<file path="config.mk">
export PLATFORM = sky130hd
export DESIGN_NAME = eq_coeff_loader
export DESIGN_NICKNAME = d
export VERILOG_FILES = /design/src/rtl/eq_coeff_pkg.sv /design/src/rtl/eq_coeff_bank.sv /design/src/rtl/eq_coeff_loader.sv
export SDC_FILE = /design/constraint.sdc
export NUM_CORES = 1
export LEC_CHECK = 0
export ABC_AREA = 1
export CORE_ASPECT_RATIO = 0.8
export CORE_MARGIN = 1
export CORE_UTILIZATION = 35
export DETAILED_ROUTE_END_ITERATION = 10
export GPL_TIMING_DRIVEN = 0
export SLEW_MARGIN = 5
export SYNTH_ARGS = -nofsm -noshare
export SYNTH_HDL_FRONTEND = slang
export SYNTH_SLANG_ARGS = --single-unit
</file>
<file path="constraint.sdc">
create_clock -name clk -period 2.4 [get_ports clk]
set_input_delay 0.24 -clock clk [delete_from_list [all_inputs] [get_ports clk]]
set_output_delay 0.24 -clock clk [all_outputs]
set_load 0.005 [all_outputs]
</file>
<file path="src/rtl/eq_coeff_pkg.sv">
`default_nettype none
// ---------------------------------------------------------------------------
// eq_coeff_pkg : shared constants, coefficient select codes and FSM states
// Rev 1.0
// ---------------------------------------------------------------------------
package eq_coeff_pkg;

   localparam int COEFF_W_DEF = 18;

   localparam logic [2:0] SEL_A0 = 3'd0;
   localparam logic [2:0] SEL_A1 = 3'd1;
   localparam logic [2:0] SEL_A2 = 3'd2;
   localparam logic [2:0] SEL_B0 = 3'd3;
   localparam logic [2:0] SEL_B1 = 3'd4;
   localparam logic [2:0] SEL_B2 = 3'd5;

   // 1.0 in Q2.(COEFF_W_DEF-2)
   localparam logic [COEFF_W_DEF-1:0] UNITY_Q = COEFF_W_DEF'(1) << (COEFF_W_DEF - 2);

   typedef enum logic [1:0] {
      IDLE   = 2'd0,
      ARMED  = 2'd1,
      UPDATE = 2'd2,
      DONE   = 2'd3
   } state_t;

endpackage
`default_nettype wire

</file>
<file path="src/rtl/eq_coeff_bank.sv">
`default_nettype none
// ---------------------------------------------------------------------------
// eq_coeff_bank : shadow/active coefficient set for one biquad band
// Rev 1.0
// ---------------------------------------------------------------------------
module eq_coeff_bank
   import eq_coeff_pkg::*;
#(
   parameter int COEFF_W = COEFF_W_DEF
) (
   input  logic                   clk,
   input  logic                   rst,
   input  logic                   i_ld,
   input  logic [2:0]             i_sel,
   input  logic [COEFF_W-1:0]     i_data,
   input  logic                   i_copy,
   output logic [6*COEFF_W-1:0]   o_act,
   output logic                   o_dirty
`ifdef EQ_COEFF_READBACK_EN
   ,
   output logic [6*COEFF_W-1:0]   o_shd
`endif
);

   localparam logic [COEFF_W-1:0]   c_UNITY = COEFF_W'(1) << (COEFF_W - 2);
   localparam logic [COEFF_W-1:0]   c_ZERO  = '0;
   // Packing from LSB: A0, A1, A2, B0, B1, B2 -> passthrough has A0 = B0 = 1.0
   localparam logic [6*COEFF_W-1:0] c_RESET = {c_ZERO, c_ZERO, c_UNITY,
                                               c_ZERO, c_ZERO, c_UNITY};

   logic [6*COEFF_W-1:0] r_shd;
   logic [6*COEFF_W-1:0] r_act;
   logic                 r_dirty;

   always_ff @(posedge clk) begin
      if (rst) begin
         r_shd   <= c_RESET;
         r_act   <= c_RESET;
         r_dirty <= 1'b0;
      end else begin
         if (i_ld) begin
            for (int s = 0; s < 6; s++) begin
               if (i_sel == 3'(s)) begin
                  r_shd[s*COEFF_W +: COEFF_W] <= i_data;
               end
            end
            r_dirty <= 1'b1;
         end
         if (i_copy) begin
            r_act   <= r_shd;
            r_dirty <= 1'b0;
         end
      end
   end

   assign o_act   = r_act;
   assign o_dirty = r_dirty;
`ifdef EQ_COEFF_READBACK_EN
   assign o_shd   = r_shd;
`endif

endmodule
`default_nettype wire

</file>
<file path="src/rtl/eq_coeff_loader.sv">
`default_nettype none
// ---------------------------------------------------------------------------
// eq_coeff_loader : stages biquad coefficients, commits them on a sample tick
// Rev 1.0 -- define EQ_COEFF_READBACK_EN to add the registered readback port
// ---------------------------------------------------------------------------
module eq_coeff_loader
   import eq_coeff_pkg::*;
#(
   parameter int NUM_BANDS  = 4,
   parameter int COEFF_W    = COEFF_W_DEF,
   parameter int BAND_IDX_W = 3
) (
   input  logic                             clk,
   input  logic                             rst,
   input  logic                             wr_valid,
   output logic                             wr_ready,
   input  logic [BAND_IDX_W-1:0]            wr_band,
   input  logic [2:0]                       wr_sel,
   input  logic [COEFF_W-1:0]               wr_data,
   input  logic                             commit_req,
   output logic                             commit_ack,
   input  logic                             sample_tick,
   output logic [NUM_BANDS*3*COEFF_W-1:0]   coeff_a,
   output logic [NUM_BANDS*3*COEFF_W-1:0]   coeff_b,
   output logic [NUM_BANDS-1:0]             coeff_we,
   output logic [NUM_BANDS-1:0]             coeff_set,
   output logic                             busy,
   output logic                             err
`ifdef EQ_COEFF_READBACK_EN
   ,
   input  logic [BAND_IDX_W-1:0]            rd_band,
   input  logic [2:0]                       rd_sel,
   input  logic                             rd_src,
   output logic [COEFF_W-1:0]               rd_data
`endif
);

   localparam logic [BAND_IDX_W:0] c_NUM_BANDS = (BAND_IDX_W + 1)'(NUM_BANDS);

   state_t                 r_state;
   state_t                 w_state_nx;
   logic [NUM_BANDS-1:0]   w_dirty;
   logic [NUM_BANDS-1:0]   w_pick;
   logic [NUM_BANDS-1:0]   w_copy;
   logic [NUM_BANDS-1:0]   w_ld;
   logic [NUM_BANDS-1:0]   r_we;
   logic [NUM_BANDS-1:0]   r_set;
   logic                   r_err;
   logic                   w_wr_fire;
   logic                   w_wr_legal;
   logic [6*COEFF_W-1:0]   w_act [NUM_BANDS];
`ifdef EQ_COEFF_READBACK_EN
   logic [6*COEFF_W-1:0]   w_shd [NUM_BANDS];
   logic [COEFF_W-1:0]     w_rd_mux;
   logic [COEFF_W-1:0]     r_rd_data;
`endif

   assign wr_ready   = (r_state == IDLE);
   assign w_wr_fire  = wr_valid & wr_ready;
   assign w_wr_legal = (wr_sel <= SEL_B2) && ({1'b0, wr_band} < c_NUM_BANDS);

   // Isolate the lowest set dirty bit: bands are served in ascending order
   assign w_pick = w_dirty & (~w_dirty + NUM_BANDS'(1));

   for (genvar b = 0; b < NUM_BANDS; b++) begin : g_band
      assign w_ld[b] = w_wr_fire & w_wr_legal & (wr_band == BAND_IDX_W'(b));

      eq_coeff_bank #(
         .COEFF_W (COEFF_W)
      ) u_bank (
         .clk     (clk),
         .rst     (rst),
         .i_ld    (w_ld[b]),
         .i_sel   (wr_sel),
         .i_data  (wr_data),
         .i_copy  (w_copy[b]),
         .o_act   (w_act[b]),
         .o_dirty (w_dirty[b])
`ifdef EQ_COEFF_READBACK_EN
         ,
         .o_shd   (w_shd[b])
`endif
      );

      assign coeff_a[b*3*COEFF_W +: 3*COEFF_W] = w_act[b][0 +: 3*COEFF_W];
      assign coeff_b[b*3*COEFF_W +: 3*COEFF_W] = w_act[b][3*COEFF_W +: 3*COEFF_W];
   end

   always_ff @(posedge clk) begin
      if (rst) begin
         r_state <= IDLE;
      end else begin
         r_state <= w_state_nx;
      end
   end

   // The first copy fires on the tick edge itself so the first coeff_we
   // appears one cycle after the tick; DONE follows once the mask is empty.
   always_comb begin
      w_state_nx = r_state;
      w_copy     = '0;
      case (r_state)
         IDLE: begin
            if (commit_req) w_state_nx = ARMED;
         end
         ARMED: begin
            if (sample_tick) begin
               if (w_dirty != '0) begin
                  w_copy     = w_pick;
                  w_state_nx = UPDATE;
               end else begin
                  w_state_nx = DONE;
               end
            end
         end
         UPDATE: begin
            if (w_dirty != '0) w_copy = w_pick;
            else               w_state_nx = DONE;
         end
         DONE: begin
            w_state_nx = IDLE;
         end
         default: begin
            w_state_nx = IDLE;
         end
      endcase
   end

   always_ff @(posedge clk) begin
      if (rst) begin
         r_we  <= '0;
         r_set <= '0;
         r_err <= 1'b0;
      end else begin
         r_we  <= w_copy;
         r_set <= r_set | w_copy;
         r_err <= r_err | (w_wr_fire & ~w_wr_legal);
      end
   end

   assign coeff_we   = r_we;
   assign coeff_set  = r_set;
   assign err        = r_err;
   assign commit_ack = (r_state == DONE);
   assign busy       = (r_state != IDLE);

`ifdef EQ_COEFF_READBACK_EN
   // Unmatched band or select codes fall through to zero
   always_comb begin
      w_rd_mux = '0;
      for (int b = 0; b < NUM_BANDS; b++) begin
         for (int s = 0; s < 6; s++) begin
            if ((rd_band == BAND_IDX_W'(b)) && (rd_sel == 3'(s))) begin
               w_rd_mux = rd_src ? w_act[b][s*COEFF_W +: COEFF_W]
                                 : w_shd[b][s*COEFF_W +: COEFF_W];
            end
         end
      end
   end

   always_ff @(posedge clk) begin
      if (rst) begin
         r_rd_data <= '0;
      end else begin
         r_rd_data <= w_rd_mux;
      end
   end

   assign rd_data = r_rd_data;
`endif

endmodule
`default_nettype wire

</file>
==> flow_summary.ini <==
[run_status]
run_status = finished, violations left
violations = max-capacitance violations, max-slew violations

[logic_synthesis]
synth.net_count = 4561
post_synth_main_area_contributors = dfxtp_1, nand2_1, nor2_1
synth_cell_type_count = 27
synth_warnings = 0
synth.ff_latch_count = 879
synth_area_leader_cell = dfxtp_1
post_synth.cell_area_avg_um2 = 7.23
yosysSeqAreaShare = 0.537
cell_area_after_synthesis_mm2 = 0.0327
synth.top_cell.area_share = 0.537
syn_inst = 4527

[critical_path]
timing.critical_path.slowest_cell_delay_ps = 960
crit_path_end_kind = flop
arrival_ps = 2880
cpMostUsedCell = clkbuf_1
path_cells = clkdlybuf4s50_1 -> inv_2 -> clkbuf_1 -> clkbuf_1 -> nand2_1 -> nor2_1
crit_type = in -> reg
critical_path.max_fanout = 10
r2r_cells = 11
regToRegSetupSlack_ps = 130
worstSetupStartpointType = input pin
critical_path.slowest_cell = clkbuf_1
worst_path_required_ps = 2970

[detailed_routing]
routed_wire_length_per_instance_um = 18.5
routed-via-count = 29857
wl_mm = 118
final_antenna_net_count = 0
vias_per_cell = 4.68
drt_drc_violations_left = 0
drtIter0Drc = 2703
first_pass_iters = 6

[clock_tree]
cts_buffer_count = 89
worstSkewPairLatency_ps = 650
cts_max_path_buffers = 3
cts.sinks = 879
cts_root_buffer = clkbuf_16
tritoncts = yes
clkTransAtPathRegs_ps = 70
clock_tree.htree_level_count = 3

[job]
cap_violations = 1

[sta]
timing_hold_violations_final = 0
fmaxAchievable_ghz = 0.432
final.period_utilization = 0.965
setup_repair_after_global_routing_missed_its_margin = true
worst_slew_pin_slew_ps = 1600
finalSetupViolCount = 0
post-route-min-period_ps = 2320
fin_worst_hold_slack_ps = 46.7
totalNegativeSetupSlack_ps = 0
clock-skew-final_ps = 19.3
drv_slew = 11
slew_headroom = -0.0691

[pwr]
total_power_per_unit_cell_area_mw_per_mm2 = 723
worst_ir_drop_vdd_mv = 0.524
cellLeakagePower_nw = 19.8
total_power_mw = 30.5

[final_layout]
final_nets = 5129
most-common-layout-cells = nand2_1, dfxtp_1, nor2_1, clkdlybuf4s50_1, inv_1
fraction_of_layout_cells_with_a_size_suffix_above_1 = 0.0685
syn_to_final_growth_pct = 28.9
final_cell_count_no_fill = 6380
layout_commonest_cell = nand2_1

[placed_design]
numPlacedInstances = 6209
place_hpwl_mm = 83.3
portBuffers = 470
gp_routability_congestion = 0.846

[hold_path]
whs_path_depth = 4
worst_hold_path_type = in -> reg

[floorplan]
dieHeight_um = 276
row_cnt = 99
boundaryPins = 473
design.die.area_mm2 = 0.0948
initial_core_util = 0.356
fp.coreArea_mm2 = 0.0919
dieWidth_um = 344

[global_routing]
grt_antenna_before_repair = 9
via_count_of_the_first_global_routing_pass = 27466
globalRoute.totalOverflow = 0
global_route.usage.total = 0.241
grt_start_max_net_pins = 15
grt_pass1_wl_mm = 171
## cells by family after synthesis
logic type                 synth area share
AOI/OAI and AO/OA                    0.0183
adders and majority gates           0.00191
buffers and inverters                0.0824
DFF                                   0.537
and+or+nand+nor                       0.360
## critical path, delay by kind of cell
family | cells | cell delay [ps]
simple gates | 2 | 270
buf+inv | 4 | 2360
## final timing paths
kind                                                   to                                     from
setup / recovery  g_band[0].u_bank.r_shd[89]$_SDFFE_PP0P_                                      rst
hold / removal    g_band[0].u_bank.r_shd[16]$_SDFFE_PP1P_                                wr_sel[2]
setup reg to reg  g_band[0].u_bank.o_act[92]$_SDFFE_PP0P_                  r_state[1]$_SDFFE_PP0P_
hold reg to reg   g_band[3].u_bank.o_act[44]$_SDFFE_PP0P_  g_band[3].u_bank.r_shd[44]$_SDFFE_PP0P_
## through the flow
step	setup slack, ps	util	area [um^2]
after floorplan	521	-	32700
after global placement	-977	0.424	39000
after detailed placement	-1000	0.424	39000
after CTS	-33.8	0.459	42100
after global routing	-22.9	0.459	42200
final	83.7	0.459	42200
## state kept, by name, indices dropped and copies added (netlist names)
name / flops
g_band.u_bank.o_act: 432
g_band.u_bank.r_shd: 432
coeff_set: 4
coeff_we: 4
g_band.u_bank.o_dirty: 4
r_state: 2
err: 1
## cells in the mapped netlist
| master | number |
|---|---|
| a21oi_1 | 113 |
| clkbuf_1 | 163 |
| nor3_1 | 3 |
| o21a_1 | 2 |
| buf_2 | 83 |
| a31oi_1 | 1 |
| nor3_4 | 4 |
| nor2_2 | 4 |
| nand3_2 | 7 |
| nor3_2 | 1 |
| nand4_1 | 114 |
| nor2_1 | 652 |
| dfxtp_1 | 879 |
| ha_1 | 5 |
| nand3_1 | 230 |
| inv_2 | 5 |
| nand3_4 | 17 |
| o21ai_0 | 1 |
| o21bai_1 | 1 |
| buf_1 | 26 |
| buf_4 | 8 |
| nand2_1 | 1848 |
| buf_6 | 18 |
| inv_1 | 335 |
| buf_12 | 1 |
| buf_8 | 1 |
| nor2_4 | 5 |
## repair_timing
item                                    CTS  global route
gates cloned                              0             0
pin swaps                                 4             0
gates resized for setup                  23            67
setup buffers                            12             0
hold buffers                              0             0
endpoints found under the hold margin     0             0
endpoints found under the setup margin  460           391
## power breakdown
| group | switching [mW] | internal, mW |
|---|---|---|
| registers | 0.0361 | 14.6 |
| logic | 1.13 | 0.347 |
| clock network | 6.05 | 8.31 |
| total | 7.21 | 23.3 |
## area by class of cell
class / instances / area, um^2
fill: 9339 / 49700
sequential: 879 / 17600
multi-input combinational: 3008 / 12500
timing repair buffer: 483 / 4860
clock buffer: 130 / 2650
tap: 1212 / 1520
buffer: 294 / 1490
inverter: 340 / 1280
clock inverter: 32 / 342
antenna: 2 / 5.00
## layer usage
| layer | share of wire | global-route usage | vias up |
|---|---|---|---|
| met3 | 0.076 | 0.0490 | 198 |
| li1 | - | - | 14890 |
| met5 | 0.00068 | 0 | - |
| met2 | 0.44 | 0.378 | 935 |
| met4 | 0.027 | 0.0729 | 12 |
| met1 | 0.45 | 0.334 | 13822 |
Power figures use the tool's default switching activity.
